[config.mk]
export PLATFORM = sky130hd
export DESIGN_NAME = multicycle_control
export DESIGN_NICKNAME = d
export VERILOG_FILES = /design/src/rtl/mips_ctrl_pkg.sv /design/src/rtl/multicycle_next_state.sv /design/src/rtl/multicycle_control.sv
export SDC_FILE = /design/constraint.sdc
export NUM_CORES = 1
export LEC_CHECK = 0
export ABC_AREA = 1
export CAP_MARGIN = 20
export CORE_AREA = 2 2 42 44
export CTS_CLUSTER_DIAMETER = 100
export CTS_CLUSTER_SIZE = 30
export DETAILED_ROUTE_END_ITERATION = 10
export DIE_AREA = 0 0 44 46
export PLACE_DENSITY = 0.82
export SLEW_MARGIN = 0
export SYNTH_ARGS = -nofsm -noshare
export SYNTH_HDL_FRONTEND = slang
export SYNTH_SLANG_ARGS = --single-unit
[constraint.sdc]
create_clock -name clk -period 2.8 [get_ports clk]
set_clock_uncertainty 0.05 [all_clocks]
set_input_delay 0.56 -clock clk [delete_from_list [all_inputs] [get_ports clk]]
set_output_delay 0.56 -clock clk [all_outputs]
set_load 0.01 [all_outputs]
[src/rtl/mips_ctrl_pkg.sv]
// Shared encodings for the multi-cycle MIPS control sequencer: states, opcodes,
// ALU operation codes and datapath select codes.
package mips_ctrl_pkg;

   typedef enum logic [3:0] {
      S_FETCH     = 4'd0,
      S_DECODE    = 4'd1,
      S_MEM_ADDR  = 4'd2,
      S_MEM_READ  = 4'd3,
      S_MEM_WB    = 4'd4,
      S_MEM_WRITE = 4'd5,
      S_R_EXEC    = 4'd6,
      S_R_WB      = 4'd7,
      S_BRANCH    = 4'd8,
      S_JUMP      = 4'd9,
      S_IMM_EXEC  = 4'd10,
      S_IMM_WB    = 4'd11
   } state_t;

   localparam logic [5:0] OP_RTYPE = 6'b000000;
   localparam logic [5:0] OP_LW    = 6'b100011;
   localparam logic [5:0] OP_SW    = 6'b101011;
   localparam logic [5:0] OP_BEQ   = 6'b000100;
   localparam logic [5:0] OP_J     = 6'b000010;
   localparam logic [5:0] OP_ADDI  = 6'b001000;
   localparam logic [5:0] OP_SLTI  = 6'b001010;
   localparam logic [5:0] OP_ANDI  = 6'b001100;
   localparam logic [5:0] OP_ORI   = 6'b001101;

   localparam logic [2:0] ALU_OP_ADD   = 3'b000;
   localparam logic [2:0] ALU_OP_SUB   = 3'b001;
   localparam logic [2:0] ALU_OP_FUNCT = 3'b010;
   localparam logic [2:0] ALU_OP_AND   = 3'b011;
   localparam logic [2:0] ALU_OP_OR    = 3'b100;
   localparam logic [2:0] ALU_OP_SLT   = 3'b101;

   localparam logic [1:0] ALU_B_REG     = 2'b00;
   localparam logic [1:0] ALU_B_FOUR    = 2'b01;
   localparam logic [1:0] ALU_B_IMM     = 2'b10;
   localparam logic [1:0] ALU_B_IMM_SH2 = 2'b11;

   localparam logic [1:0] PC_SRC_ALU    = 2'b00;
   localparam logic [1:0] PC_SRC_ALUOUT = 2'b01;
   localparam logic [1:0] PC_SRC_JUMP   = 2'b10;

   function automatic logic is_imm_op(input logic [5:0] op);
      return (op == OP_ADDI) || (op == OP_SLTI) || (op == OP_ANDI) || (op == OP_ORI);
   endfunction

   function automatic logic [2:0] imm_alu_op(input logic [5:0] op);
      case (op)
         OP_SLTI: return ALU_OP_SLT;
         OP_ANDI: return ALU_OP_AND;
         OP_ORI:  return ALU_OP_OR;
         default: return ALU_OP_ADD;
      endcase
   endfunction

   // Logical immediates are zero-extended; everything else sign-extends.
   function automatic logic imm_ext_op(input logic [5:0] op);
      return !((op == OP_ANDI) || (op == OP_ORI));
   endfunction

endpackage

[src/rtl/multicycle_next_state.sv]
// Combinational next-state logic for the multi-cycle control sequencer.
module multicycle_next_state
   import mips_ctrl_pkg::*;
#(
   parameter int OPCODE_W = 6
) (
   input  logic [3:0]          state,
   input  logic [OPCODE_W-1:0] opcode,
   input  logic                mem_ready,
   input  logic                timeout,
   output logic [3:0]          next_state
);

   state_t cur;
   state_t nxt;

   assign cur        = state_t'(state);
   assign next_state = nxt;

   always_comb begin
      nxt = S_FETCH;
      case (cur)
         S_FETCH: begin
            if (mem_ready)    nxt = S_DECODE;
            else              nxt = S_FETCH;
         end
         S_DECODE: begin
            if (opcode == OP_RTYPE)                        nxt = S_R_EXEC;
            else if (opcode == OP_LW || opcode == OP_SW)   nxt = S_MEM_ADDR;
            else if (opcode == OP_BEQ)                     nxt = S_BRANCH;
            else if (opcode == OP_J)                       nxt = S_JUMP;
            else if (is_imm_op(opcode))                    nxt = S_IMM_EXEC;
            else                                           nxt = S_FETCH;
         end
         S_MEM_ADDR:  nxt = (opcode == OP_LW) ? S_MEM_READ : S_MEM_WRITE;
         S_MEM_READ: begin
            if (mem_ready)    nxt = S_MEM_WB;
            else if (timeout) nxt = S_FETCH;
            else              nxt = S_MEM_READ;
         end
         S_MEM_WRITE: begin
            if (mem_ready || timeout) nxt = S_FETCH;
            else                      nxt = S_MEM_WRITE;
         end
         S_R_EXEC:    nxt = S_R_WB;
         S_IMM_EXEC:  nxt = S_IMM_WB;
         default:     nxt = S_FETCH;
      endcase
   end

endmodule

[src/rtl/multicycle_control.sv]
// Main control sequencer for the multi-cycle MIPS datapath: state register,
// memory-wait counter and Moore output decode.
module multicycle_control
   import mips_ctrl_pkg::*;
#(
   parameter int OPCODE_W     = 6,
   parameter int MEM_WAIT_MAX = 0,
   parameter int WAIT_CNT_W   = 8
) (
   input  logic                clk,
   input  logic                reset,
   input  logic [OPCODE_W-1:0] opcode,
   input  logic                zero,
   input  logic                mem_ready,
   output logic                pc_write,
   output logic                pc_write_cond,
   output logic                i_or_d,
   output logic                mem_read,
   output logic                mem_write,
   output logic                ir_write,
   output logic                mem_to_reg,
   output logic                reg_dst,
   output logic                reg_write,
   output logic                alu_src_a,
   output logic [1:0]          alu_src_b,
   output logic [2:0]          alu_op,
   output logic [1:0]          pc_source,
   output logic                ext_op,
   output logic                illegal_op,
   output logic                mem_timeout,
   output logic                instr_done
);

   localparam logic [WAIT_CNT_W-1:0] WAIT_LIMIT = WAIT_CNT_W'(MEM_WAIT_MAX - 1);

   state_t                state;
   logic [3:0]            next_state;
   logic [WAIT_CNT_W-1:0] wait_cnt;
   logic                  in_mem_state;
   logic                  timeout;
   logic                  unused_zero;

   // zero is consumed by the PC write-enable logic in the datapath, not here.
   assign unused_zero  = zero;
   assign in_mem_state = (state == S_FETCH) || (state == S_MEM_READ) || (state == S_MEM_WRITE);
   assign timeout      = (MEM_WAIT_MAX != 0) && in_mem_state && !mem_ready
                         && (wait_cnt == WAIT_LIMIT);

   multicycle_next_state #(
      .OPCODE_W (OPCODE_W)
   ) u_next_state (
      .state      (state),
      .opcode     (opcode),
      .mem_ready  (mem_ready),
      .timeout    (timeout),
      .next_state (next_state)
   );

   // A timeout re-enters FETCH from itself, so it must clear the counter too.
   always_ff @(posedge clk or posedge reset) begin
      if (reset) begin
         state    <= S_FETCH;
         wait_cnt <= '0;
      end else begin
         state <= state_t'(next_state);
         if ((next_state != state) || timeout)
            wait_cnt <= '0;
         else if (in_mem_state && !mem_ready && (wait_cnt != '1))
            wait_cnt <= wait_cnt + 1'b1;
      end
   end

   always_comb begin
      pc_write      = 1'b0;
      pc_write_cond = 1'b0;
      i_or_d        = 1'b0;
      mem_read      = 1'b0;
      mem_write     = 1'b0;
      ir_write      = 1'b0;
      mem_to_reg    = 1'b0;
      reg_dst       = 1'b0;
      reg_write     = 1'b0;
      alu_src_a     = 1'b0;
      alu_src_b     = ALU_B_REG;
      alu_op        = ALU_OP_ADD;
      pc_source     = PC_SRC_ALU;
      ext_op        = 1'b1;
      illegal_op    = 1'b0;
      mem_timeout   = timeout;
      instr_done    = 1'b0;
      case (state)
         S_FETCH: begin
            mem_read  = 1'b1;
            alu_src_b = ALU_B_FOUR;
            ir_write  = mem_ready;
            pc_write  = mem_ready;
         end
         S_DECODE: begin
            alu_src_b  = ALU_B_IMM_SH2;
            illegal_op = !((opcode == OP_RTYPE) || (opcode == OP_LW) || (opcode == OP_SW)
                           || (opcode == OP_BEQ) || (opcode == OP_J) || is_imm_op(opcode));
         end
         S_MEM_ADDR: begin
            alu_src_a = 1'b1;
            alu_src_b = ALU_B_IMM;
         end
         S_MEM_READ: begin
            mem_read = 1'b1;
            i_or_d   = 1'b1;
         end
         S_MEM_WB: begin
            reg_write  = 1'b1;
            mem_to_reg = 1'b1;
            instr_done = 1'b1;
         end
         S_MEM_WRITE: begin
            mem_write  = 1'b1;
            i_or_d     = 1'b1;
            instr_done = mem_ready;
         end
         S_R_EXEC: begin
            alu_src_a = 1'b1;
            alu_op    = ALU_OP_FUNCT;
         end
         S_R_WB: begin
            reg_write  = 1'b1;
            reg_dst    = 1'b1;
            instr_done = 1'b1;
         end
         S_BRANCH: begin
            alu_src_a     = 1'b1;
            alu_op        = ALU_OP_SUB;
            pc_write_cond = 1'b1;
            pc_source     = PC_SRC_ALUOUT;
            instr_done    = 1'b1;
         end
         S_JUMP: begin
            pc_write   = 1'b1;
            pc_source  = PC_SRC_JUMP;
            instr_done = 1'b1;
         end
         S_IMM_EXEC: begin
            alu_src_a = 1'b1;
            alu_src_b = ALU_B_IMM;
            alu_op    = imm_alu_op(opcode);
            ext_op    = imm_ext_op(opcode);
         end
         S_IMM_WB: begin
            reg_write  = 1'b1;
            instr_done = 1'b1;
            alu_op     = imm_alu_op(opcode);
            ext_op     = imm_ext_op(opcode);
         end
         default: begin
         end
      endcase
   end

endmodule

* Word-level counts from Yosys, hierarchy flattened
Index checks and enable logic that the tools add are counted.
** Operators by class
- Reductions and logical operators :: 21
- Equal/unequal tests :: 19
- Mux-type cells :: 27
** Operators with widths (count)
- $pmux W4 S7 :: 1
- $eq A6 B4 Y1 const B :: 4
- $mux W4 :: 5
- $pmux W3 S3 :: 2
- $eq A4 B3 Y1 const B :: 4
- $eq A4 B4 Y1 const B :: 4
- $eq A6 B6 Y1 const B :: 2
- $mux W1 :: 12
- $logic_or A1 B1 Y1 :: 10
- $mux W3 :: 3
- $eq A4 B2 Y1 const B :: 2
- $reduce_or A2 Y1 :: 4
- $eq A6 B2 Y1 const B :: 1
- $eq A6 B3 Y1 const B :: 1
- $logic_not A6 Y1 :: 1
- $pmux W2 S3 :: 1
- $reduce_or A5 Y1 :: 1
- $eq A4 B1 Y1 const B :: 1
- $logic_not A4 Y1 :: 1
- $pmux W1 S2 :: 2
- $pmux W2 S2 :: 1
- $reduce_or A4 Y1 :: 1
- $reduce_or A3 Y1 :: 1
- $logic_not A1 Y1 :: 2
** Storage, ports and cells
- Bits of input ports :: 10
- Output and inout port bits :: 21
- Word-level logic and storage cells :: 68
- Flip-flop bits (word level) :: 4

* Logic depth before layout (Yosys ltp)
- Depth in word-level cells :: 10
- Mapped depth :: 8
- Gate-level depth less buffers :: 8

* Modules after synthesis
A second synthesis with hierarchy kept.
** Second synthesis, totals
- Cell total of the unflattened synthesis :: 137
- Area total of the unflattened synthesis :: 685.7 um^2
** By module, submodules not included
- multicycle_control :: instances 1, cells each 72, area an instance 399.1 um^2
- multicycle_next_state :: instances 1, cells each 65, area an instance 286.5 um^2

* Worst setup path before layout
OpenSTA, ideal clock, no wires.
- Path type :: in2out
- Start :: in opcode[5]
- End :: out alu_op[2]
- Path buffers :: 0
- Data arrival time :: 1.168 ns
- Setup slack :: 1.022 ns
- Stages :: 3
- Cells stage by stage :: nor2_2 -> nand4_2 -> o21ai_1
** On the way
- Cells in the longest elaborated chain, start to end :: 3
** Ends and longest elaborated chain
- start: declaration :: RTL line multicycle_control.sv:12 : input logic [OPCODE_W-1:0] opcode,
- $eq A6 B4 Y1 :: RTL line mips_ctrl_pkg.sv:51 : case (op)
- $pmux W3 S3 (*) :: RTL line mips_ctrl_pkg.sv:51
- $pmux W3 S3 (*) :: RTL line multicycle_control.sv:91 : case (state)
- end: declaration :: RTL line multicycle_control.sv:26 : output logic [2:0] alu_op,
Mark *: on every way between the ends. The rest lies on a longest branch, timed or not.

* Worst setup path after layout
- Start :: in opcode[4]
- End :: out alu_op[2]
Same word-level chain as after synthesis.

==> results.cfg <==
[run_status]
status = finished, final reports clean

[cells_and_area]
final_layout_size_suffix_gt1_frac = 0.1667
final_core_util = 0.5798
reg.largest.list = state (4)
areaGrowthSynthToFinish_pct = 51.11
final_cells = 155
regMostFlops = state
fin_area_sq_um = 935.9
final_cell_mix = nand2_1 (27), clkdlybuf4s50_1 (27), nor2_1 (21)
largest_reg_flops = 4
n_antenna_cell = 0
nets = 150

[hold_path]
hold_path.class = primary input to asynchronous set/reset pin

[clocking]
clk_pin_slew_ns = 0.04
postCtsSetupRepairBufs = 0
cts_resized = 0
cts_tree = built
cts_root_buffer = clkbuf_4
clkSinkCount = 4
holdBufCountCts = 0
numCtsBuffers = 3
insertion_delay_ns = 0.24
htreeDepth = 1
cts_buffer_depth = 2

[die]
die_y_microns = 46
fp.dieArea_sq_mm = 0.002024
die_w_microns = 44
row_count = 15
ios = 31
start_util = 0.3837
core_area_sq_mm = 0.001614

[logic_synthesis]
synth_seq_cells = 4
yosys_warnings = 0
ys_async_sr_fraction = 1.000
synthTopCellsByArea = nand2_1 (16%), dfrtp_1 (16%), nor2_1 (13%)
synth_top_area_frac = 0.1636
syn_area_per_cell_sq_um = 5.682
synthesis.nets = 119
synth.yosys.seq_area_share = 0.1616
yosysTopAreaCell = nand2_1
ys_types = 23
ys.flop_type = dfrtp_1
syn_area_sq_um = 619.3
synthCells = 109
synth-edff-count = 0

[placed_design]
dp_cells = 152
dp_slack_ns = 0.03752
gp_congestion = 0.8673
hpwl_microns = 1349
postPlaceCellArea_sq_um = 905.9
placement.io_buffers = 28

[sta]
hold_viol = 0
final_max_slew_viol_count = 0
max_clock_freq_ghz = 0.3725
min_period_over_period = 0.9587
layout_setup_ws_ns = 0.1156
rsz0062_at_grt = false
tns_ns = 0
fin_crit_ns = 2.684
whs_ns = 0.4650
finalSetupViolations = 0

[global_route]
use_met3 = 0.02381
antenna_found_initial = 0
grt_use_met2 = 0.2941
grtUsageTotal = 0.1763
grt_pass1_vias = 668
grt_overflow_total = 0
grt_pass1_wl_microns = 2677
use_met1 = 0.2275
busiest_layer = met2
grt_max_degree = 8

[critical_path]
criticalPathCategory = primary input to output port
crit_arrival_ns = 2.07
critPathMaxFanout = 7
crit_required_ns = 2.19
endpoint_kind = output port
worstSetupStartpointType = primary input

[power_and_ir_drop]
power_mw = 0.4102
p_leak_nw = 0.4979
p_seq_frac = 0.202
ir_worst_vdd_uv = 302.4
internal_power_mw = 0.2364
p_sw_mw = 0.1738
comb_power_share = 0.622
pwr-share-clk = 0.176
p_per_area_mw_per_mm2 = 438.3
p_sw_frac = 0.4237

[drt]
first_pass_iters = 4
avgViaCountPerCell = 4.929
routed-via-count = 764
drt_iter0_drc = 17
totalWireLength_microns = 1538
wire_per_inst_microns = 9.923
ant_nets = 0
drc = 0

[flow_run]
drv_cap = 0
-- power by group through the flow --
stage                     clock, mW  sequential [mW]  combinational (mW)
after floorplan                   0           0.0816               0.147
after global placement            0           0.0833               0.254
after detailed placement          0           0.0833               0.257
after CTS                    0.0719           0.0827               0.258
after global routing         0.0768           0.0843               0.284
final                        0.0722           0.0827               0.255
-- synth_stat cells (2+ instances only) --
cell type / instances
nand2_1: 27
nor2_1: 21
inv_1: 14
nand3_1: 10
inv_2: 5
dfrtp_1: 4
nand2_4: 4
nand2_2: 3
nor2_4: 3
a21oi_1: 2
buf_4: 2
nor2_2: 2
o21ai_1: 2
-- routing by layer --
metal	part of all wire	routed length, microns
met1	0.42	640
met2	0.52	797
met3	0.056	86
met4	0.0091	14
met5	0	0
-- worst max-delay path, cell delays in order --
cell and delay [ns]:
clkdlybuf4s50_1 0.46, nor2_4 0.20, nand2_1 0.07, nor2_1 0.10
nand2_1 0.06, o21ai_1 0.07, clkdlybuf4s50_1 0.55
-- worst paths after layout --
check                           startpoint        end  slack, ns  cells past startpoint
max in group asynchronous            reset   state[2]       2.09                      2
worst max-delay path             opcode[4]  alu_op[2]       0.12                      7
min in group clk                  state[3]   state[3]       0.57                      2
worst min register to register    state[3]   state[3]       0.57                      2
worst min-delay path                 reset   state[1]       0.46                      2
worst max register to register    state[1]   state[2]       1.59                      6
-- kinds of logic after synthesis --
| family | Yosys count | synth area share |
|---|---|---|
| AND/OR/NAND/NOR | 74 | 0.6081 |
| buffers and inverters | 22 | 0.1495 |
| AO/OA/AOI/OAI | 8 | 0.07476 |
| flip-flops | 4 | 0.1616 |
| other | 1 | 0.006055 |
-- cell type report --
| class | count | area [sq um] |
|---|---|---|
| multi-input combinational | 83 | 431.7 |
| timing repair buffer | 28 | 282.8 |
| fill | 147 | 678.2 |
| sequential | 4 | 100.1 |
| inverter | 20 | 77.57 |
| clock buffer | 3 | 22.52 |
| tap | 17 | 21.27 |
No activity file was read; power rests on OpenSTA's default activity.
